`src/rtl/ibex_rf_wb_arbiter.sv`:
```
// Write-back arbiter for the register file write port.
// Load data always wins the port; execute results take the FIFO head or bypass it
// when it is empty. Forwarding covers writes not yet visible in the RF.
module ibex_rf_wb_arbiter #(
  parameter int unsigned DataWidth = 32,
  parameter int unsigned Depth     = 2,
  parameter bit          RV32E     = 1'b0
) (
  input  logic                 clk_i,
  input  logic                 rst_ni,
  input  logic                 ex_valid_i,
  output logic                 ex_ready_o,
  input  logic [4:0]           ex_waddr_i,
  input  logic [DataWidth-1:0] ex_wdata_i,
  input  logic                 lsu_valid_i,
  input  logic [4:0]           lsu_waddr_i,
  input  logic [DataWidth-1:0] lsu_wdata_i,
  output logic                 rf_we_o,
  output logic [4:0]           rf_waddr_o,
  output logic [DataWidth-1:0] rf_wdata_o,
  input  logic [4:0]           fwd_raddr_a_i,
  output logic                 fwd_hit_a_o,
  output logic [DataWidth-1:0] fwd_data_a_o,
  input  logic [4:0]           fwd_raddr_b_i,
  output logic                 fwd_hit_b_o,
  output logic [DataWidth-1:0] fwd_data_b_o,
  output logic                 buf_empty_o
);

  localparam int unsigned PtrW = (Depth > 1) ? $clog2(Depth) : 1;
  localparam int unsigned CntW = $clog2(Depth + 1);

  typedef struct packed {
    logic [4:0]           addr;
    logic [DataWidth-1:0] data;
  } wb_t;

  // Register zero detection, honouring the reduced register file.
  function automatic logic is_x0(input logic [4:0] a);
    return RV32E ? (a[3:0] == 4'd0) : (a == 5'd0);
  endfunction

  // Register address compare, honouring the reduced register file.
  function automatic logic addr_eq(input logic [4:0] a, input logic [4:0] b);
    return RV32E ? (a[3:0] == b[3:0]) : (a == b);
  endfunction

  // Pointer increment with wrap at Depth.
  function automatic logic [PtrW-1:0] ptr_inc(input logic [PtrW-1:0] p);
    return (32'(p) == Depth - 1) ? '0 : p + PtrW'(1);
  endfunction

  wb_t             fifo_q [Depth];
  logic [Depth-1:0] valid_q, valid_d;
  logic [PtrW-1:0] wptr_q, wptr_d, rptr_q, rptr_d;
  logic [CntW-1:0] count_q, count_d;

  logic lsu_wr, ex_wr, fifo_empty, push, pop, out_we_d;
  wb_t  out_d, ex_entry;

  assign ex_ready_o  = (count_q < CntW'(Depth));
  assign fifo_empty  = (count_q == '0);
  assign buf_empty_o = fifo_empty & ~rf_we_o;
  assign ex_entry    = '{addr: ex_waddr_i, data: ex_wdata_i};

  // Write-port selection and FIFO bookkeeping.
  always_comb begin
    lsu_wr   = lsu_valid_i & ~is_x0(lsu_waddr_i);
    ex_wr    = ex_valid_i & ex_ready_o & ~is_x0(ex_waddr_i);
    push     = 1'b0;
    pop      = 1'b0;
    out_we_d = 1'b0;
    out_d    = '{addr: rf_waddr_o, data: rf_wdata_o};
    if (lsu_wr) begin
      out_we_d = 1'b1;
      out_d    = '{addr: lsu_waddr_i, data: lsu_wdata_i};
      push     = ex_wr;
    end else if (!fifo_empty) begin
      out_we_d = 1'b1;
      out_d    = fifo_q[rptr_q];
      pop      = 1'b1;
      push     = ex_wr;
    end else if (ex_wr) begin
      out_we_d = 1'b1;
      out_d    = ex_entry;
    end
    wptr_d  = push ? ptr_inc(wptr_q) : wptr_q;
    rptr_d  = pop ? ptr_inc(rptr_q) : rptr_q;
    count_d = count_q + CntW'(push) - CntW'(pop);
    valid_d = valid_q;
    if (pop)  valid_d[rptr_q] = 1'b0;
    if (push) valid_d[wptr_q] = 1'b1;
  end

  // Pointers, occupancy and the registered RF write port.
  always_ff @(posedge clk_i) begin
    if (!rst_ni) begin
      wptr_q     <= '0;
      rptr_q     <= '0;
      count_q    <= '0;
      valid_q    <= '0;
      rf_we_o    <= 1'b0;
      rf_waddr_o <= '0;
      rf_wdata_o <= '0;
    end else begin
      wptr_q     <= wptr_d;
      rptr_q     <= rptr_d;
      count_q    <= count_d;
      valid_q    <= valid_d;
      rf_we_o    <= out_we_d;
      rf_waddr_o <= out_d.addr;
      rf_wdata_o <= out_d.data;
    end
  end

  // FIFO payload storage; validity is tracked separately so no reset is needed.
  always_ff @(posedge clk_i) begin
    if (push) begin
      fifo_q[wptr_q] <= ex_entry;
    end
  end

  logic [4:0]           fwd_addr [2];
  logic                 fwd_hit  [2];
  logic [DataWidth-1:0] fwd_data [2];

  assign fwd_addr[0]  = fwd_raddr_a_i;
  assign fwd_addr[1]  = fwd_raddr_b_i;
  assign fwd_hit_a_o  = fwd_hit[0];
  assign fwd_data_a_o = fwd_data[0];
  assign fwd_hit_b_o  = fwd_hit[1];
  assign fwd_data_b_o = fwd_data[1];

  // Forwarding: scan oldest to youngest so the youngest match overrides.
  always_comb begin
    for (int p = 0; p < 2; p++) begin
      fwd_hit[p]  = 1'b0;
      fwd_data[p] = '0;
      if (!is_x0(fwd_addr[p])) begin
        if (rf_we_o && addr_eq(rf_waddr_o, fwd_addr[p])) begin
          fwd_hit[p]  = 1'b1;
          fwd_data[p] = rf_wdata_o;
        end
        for (int unsigned k = 0; k < Depth; k++) begin
          if (valid_q[PtrW'((32'(rptr_q) + k) % Depth)] &&
              addr_eq(fifo_q[PtrW'((32'(rptr_q) + k) % Depth)].addr, fwd_addr[p])) begin
            fwd_hit[p]  = 1'b1;
            fwd_data[p] = fifo_q[PtrW'((32'(rptr_q) + k) % Depth)].data;
          end
        end
      end
    end
  end

endmodule

```
`config.mk`:
```
export PLATFORM = sky130hd
export DESIGN_NAME = ibex_rf_wb_arbiter
export DESIGN_NICKNAME = d
export VERILOG_FILES = /design/src/rtl/ibex_rf_wb_arbiter.sv
export SDC_FILE = /design/constraint.sdc
export NUM_CORES = 1
export LEC_CHECK = 0
export ABC_AREA = 1
export ABC_CLOCK_PERIOD_IN_PS = 3370
export CORE_MARGIN = 4
export CORE_UTILIZATION = 32
export DETAILED_ROUTE_END_ITERATION = 12
export SLEW_MARGIN = 20
export SYNTH_ARGS = -nofsm -noshare
export SYNTH_HDL_FRONTEND = slang
export SYNTH_SLANG_ARGS = --single-unit
```
`constraint.sdc`:
```
create_clock -name clk_i -period 3.37 [get_ports clk_i]
set_clock_uncertainty 0.2 [all_clocks]
set_input_delay 0.674 -clock clk_i [delete_from_list [all_inputs] [get_ports clk_i]]
set_output_delay 0.674 -clock clk_i [all_outputs]
set_load 0.02 [all_outputs]
```
Word level (Yosys, flattened, before mapping)
Memory sizes are Yosys's and may differ from the RTL's. A register that Yosys moved wholly into a read port is not among the register bits.
Cells that the tools add are included.

word-level totals
  register bits after elaboration = 44
  output and inout bits = 106
  memories kept = 1
  RAM bits = 74

operators by class
  $lt $le $gt $ge = 6
  add/sub/neg operators = 5
  eq/ne operators = 7
  mux-type cells = 42
  bitwise gates (word level) = 10
  reduce and logical (&&, ||, !) cells = 13

memories
  memory  words  width  rd ports  clocked after Yosys merged registers in  write ports  line  RTL
  fifo_q  2      37     2         1                                        1            53    wb_t fifo_q [Depth];

operators by type and width
  cell                   number
  $mux W32               8
  $mux W37               3
  $eq A5 B5 Y1           6
  $mux W1                27
  $logic_not A5 Y1       4
  $logic_and A1 B1 Y1    8
  $lt A1 B2 Y1 const B   3
  $and A1 B1 Y1          4
  $mux W2                2
  $add A1 B1 Y1 const B  3
  $ne A3 B3 Y1 const B   1
  $not A1 Y1             3
  $add A2 B1 Y2          1
  $and A2 B2 Y2          1
  $demux W1 S1           2
  $ge A1 B1 Y1 const B   2
  $logic_not A2 Y1       1
  $lt A2 B2 Y1 const B   1
  $not A2 Y2             1
  $or A2 B2 Y2           1
  $sub A2 B1 Y2          1

Logic depth before layout (Yosys ltp)
  depth in word-level cells = 9
  depth in mapped cells = 14
  mapped depth without buffers = 12

Worst setup path before layout
OpenSTA, ideal clock, no wires.

  kind = in2reg
  start point = in lsu_waddr_i[3]
  end point = mem fifo_q[1][0] (netlist name), enable pin
  stages on the path = 9
  setup time = 435 ps
  required time = 2,735 ps
  arrival = 2,970 ps
  path slack = -235 ps
  path through = inv_1 -> nand4_1 -> nand2_1 -> nand2_1 -> inv_1 -> buf_2 -> nor2_1 -> inv_1 -> nor2_1

on the way
  word-level cells in the longest chain between the ends = 6

ends and longest elaborated chain
  what                           line  RTL
  start: declaration             16    input logic [4:0] lsu_waddr_i,
  $logic_not A5 Y1               40    return RV32E ? (a[3:0] == 4'd0) : (a == 5'd0);
  $not A1 Y1                     68    lsu_wr = lsu_valid_i & ~is_x0(lsu_waddr_i);
  $and A1 B1 Y1                  68
  $mux W1                        74    if (lsu_wr) begin
  $mux W1                        118   if (push) begin
  $mux W1 (not written as such)  119   fifo_q[wptr_q] <= ex_entry;
  end: declaration               53

No other way between the ends.

==> impl_metrics.env <==
export IMPL_place_area_um2=11500
export IMPL_syn_nets=1475
export IMPL_crit_arrival_ns=2.43
export IMPL_seq_power_share_pct=33.5
export IMPL_ys_seq_area_share_pct=35.6
export IMPL_die_h_um=174
export IMPL_first_pass_iters=6
export IMPL_max_freq_ghz=0.302
export IMPL_syn_area_um2=8770
export IMPL_cts_tree="yes"
export IMPL_path_cells="inv_6, nand2_2, nand2_1, inv_1, nand2_1, a21oi_4, buf_6, nand3_4, clkbuf_16, nand2_1, nand3_1, nand2_1, inv_1, buf_2"
export IMPL_yosysWarningCount=0
export IMPL_grt_pass1_vias=9507
export IMPL_slew_viol_final=0
export IMPL_gr_total_overflow=0
export IMPL_port_buffers=193
export IMPL_worstSetupPathType="reg2out"
export IMPL_period_share_pct=98.2
export IMPL_maxCapViolCount=0
export IMPL_power_leakage_uw=0.00619
export IMPL_drive_gt1_share_pct=18.2
export IMPL_clk_latency_ns=0.42
export IMPL_cp_max_fo=8
export IMPL_finalSetupTns_ns=0
export IMPL_dp_slack_ns=-0.547
export IMPL_synthToLayoutAreaGrowth_pct=43.7
export IMPL_p_clk_share_pct=34.5
export IMPL_drtAntennaViolNets=0
export IMPL_fp_coreArea_um2=27000
export IMPL_grt_pass1_wl_um=53300
export IMPL_initial_core_util_pct=32.5
export IMPL_post_route_min_period_ns=3.31
export IMPL_cts_sinks=119
export IMPL_htreeDepth=4
export IMPL_synth_area_leaders="edfxtp_1 25%, nand2_1 16%, dfxtp_1 10%, nor2_1 9.0%, inv_1 8.7%"
export IMPL_setup_viol=0
export IMPL_drt_initial_drc_count=853
export IMPL_dieWidth_um=174
export IMPL_boundaryPins=194
export IMPL_hold_viol_final=0
export IMPL_syn_inst=1386
export IMPL_routed_via_density=4.98
export IMPL_powerDensity_nw_per_um2=428
export IMPL_fin_hold_ws_ns=0.293
export IMPL_async_reset_ff_share_pct=0
export IMPL_netSwitchingPower_uw=1890
export IMPL_antenna_found_initial=3
export IMPL_rows=60
export IMPL_critical_path_slowest_cell="dfxtp_4"
export IMPL_cts_buffers=17
export IMPL_peakVddDrop_mv=0.305
export IMPL_end_kind="primary output"
export IMPL_crit_path_frequent_cell="nand2_1"
export IMPL_wl_um=35100
export IMPL_ctsRootBufferMaster="clkbuf_16"
export IMPL_post_drt_wl_per_cell_um=17.6
export IMPL_clock_path_buffers=2
export IMPL_synthFlopType="edfxtp_1"
export IMPL_synth_top_area_share_pct=25.3
export IMPL_grt_usage_pct=22.2
export IMPL_die_area_um2=30100
export IMPL_synth_enable_flop_cells=74
export IMPL_yosysUniqueCellTypes=30
export IMPL_synth_top_cell_by_area="edfxtp_1"
export IMPL_dr_total_vias=9916
export IMPL_worst_pin_slew_ns=0.968
export IMPL_p_comb_share_pct=32.0
export IMPL_drc=0
export IMPL_ys_ff_latch=119
export IMPL_stdcell_area_um2=12600
export IMPL_dp_hpwl_um=24200
export IMPL_nets=1723
export IMPL_path_clk_slew_ns=0.06
export IMPL_intPower_uw=3510
export IMPL_outcome="completed"
export IMPL_worst_setup_path_start_kind="flip-flop"
export IMPL_rsz0062_at_grt="true"
export IMPL_relSlewSlack_pct=35.4
export IMPL_slowest_delay_ns=0.44
export IMPL_power_switching_share_pct=35.0
export IMPL_grt_start_max_net_pins=44
export IMPL_setup_ws_ns=0.0615
export IMPL_gp_congestion=0.905
export IMPL_synth_avg_cell_area_um2=6.32
export IMPL_critical_path_required_ns=2.50
export IMPL_min_path_type="reg2reg"
export IMPL_ctsHoldBuffers=0
cell families after synthesis:
kind of cell / after synthesis / share of synthesized area (%)
simple gates: 774 / 37.4
compound gates: 198 / 12.1
xor+xnor: 1 / 0.0999
buf+inv: 293 / 14.6
flops: 119 / 35.6
fa+ha+maj: 1 / 0.143
Yosys cell counts, types with 2 or more instances:
master / number
nand2_1: 370
clkbuf_1: 32
a22oi_1: 19
nand3_2: 3
dfxtp_1: 45
nand2_2: 6
buf_1: 3
nor2_4: 4
buf_6: 16
o21ai_0: 110
nor2_1: 211
buf_4: 5
buf_2: 30
nor2_2: 24
nand4_1: 35
o21ai_2: 2
a21oi_1: 61
o21ai_1: 4
inv_1: 203
nand3_1: 119
inv_4: 2
edfxtp_1: 74
worst paths after layout:
kind / start / endpoint / slack (ns) / cells after the start
setup / recovery: flip-flop / fwd_data_a_o[15] / 0.06 / 14
hold / removal: valid_q[1]$_SDFF_PN0_ / valid_q[1]$_SDFF_PN0_ / 0.29 / 2
setup reg to reg: flip-flop / rf_wdata_o[31]$_SDFFE_PN0P_ / 1.41 / 6
hold reg to reg: valid_q[1]$_SDFF_PN0_ / valid_q[1]$_SDFF_PN0_ / 0.29 / 2
repair_timing:
| action | 4_1_cts | 5_1_grt |
|---|---|---|
| resized for setup | 253 | 99 |
| cloned | 6 | 8 |
| pin swaps | 10 | 13 |
| buffers inserted | 10 | 11 |
| setup endpoints to repair | 66 | 66 |
layer usage:
layer  GRT usage (%)  vias up  routed length, um
li1                -     4905                  -
met4            10.3        0               1130
met1            28.8     4484              15100
met2            36.1      451              16300
met3            3.69       76               2580
met5               0        -                  0
stage by stage:
stage	total power (uW)	instances	util [%]
floorplan	2720	1386	-
global placement	3450	1921	42.8
detailed placement	3470	1921	42.8
CTS	5350	1969	46.1
global route	5660	1991	46.7
finish	5400	1991	46.7
flip-flops by register name, summed over array words and instances (netlist names), named ones only:
| signal | cells |
|---|---|
| rf_wdata_o | 32 |
| wptr_q | 1 |
| fifo_q | 74 |
| valid_q | 2 |
| count_q | 2 |
| rf_we_o | 1 |
| rf_waddr_o | 5 |
| rptr_q | 1 |
critical path, delay by kind of cell (launching register included):
| family | cells | cell delay, ns |
|---|---|---|
| compound gates | 1 | 0.15 |
| buf+inv | 6 | 0.75 |
| flops | 1 | 0.44 |
| simple gates | 7 | 0.63 |
power groups by stage:
stage          clock [uW]  combinational [uW]  sequential (uW)
2_1_floorplan           0                 830             1890
6_report             1860                1730             1810
3_5_place_dp            0                1630             1840
4_1_cts              1880                1660             1810
3_3_place_gp            0                1620             1830
5_1_grt              1950                1880             1830
placed cells by master, fill, tap and decap left out, drive strengths merged, types with 3 or more instances in the layout:
cell type | synthesis | routed
nand2 | 376 | 376
nor2 | 239 | 239
inv | 206 | 206
buf | 54 | 172
nand3 | 123 | 123
clkdlybuf4s50 | 0 | 116
o21ai | 116 | 116
edfxtp | 74 | 74
a21oi | 62 | 62
dfxtp | 45 | 45
clkbuf | 32 | 37
nand4 | 35 | 35
a22oi | 19 | 19
dlygate4sd2 | 0 | 6
clkinv | 1 | 6
clkinvlp | 0 | 4
diode | 0 | 3
clkdlybuf4s15 | 0 | 3
area by class of cell:
type                    count  area [um^2]
diodes                      3         7.51
clock buffers              21          472
clock inverters            11          123
fillers                  2736        14400
inverters                 207          785
multi-input cells         974         4470
flip-flops and latches    119         3130
well taps                 341          427
repair buffers            315         3180
Power figures use the tool's default switching activity.
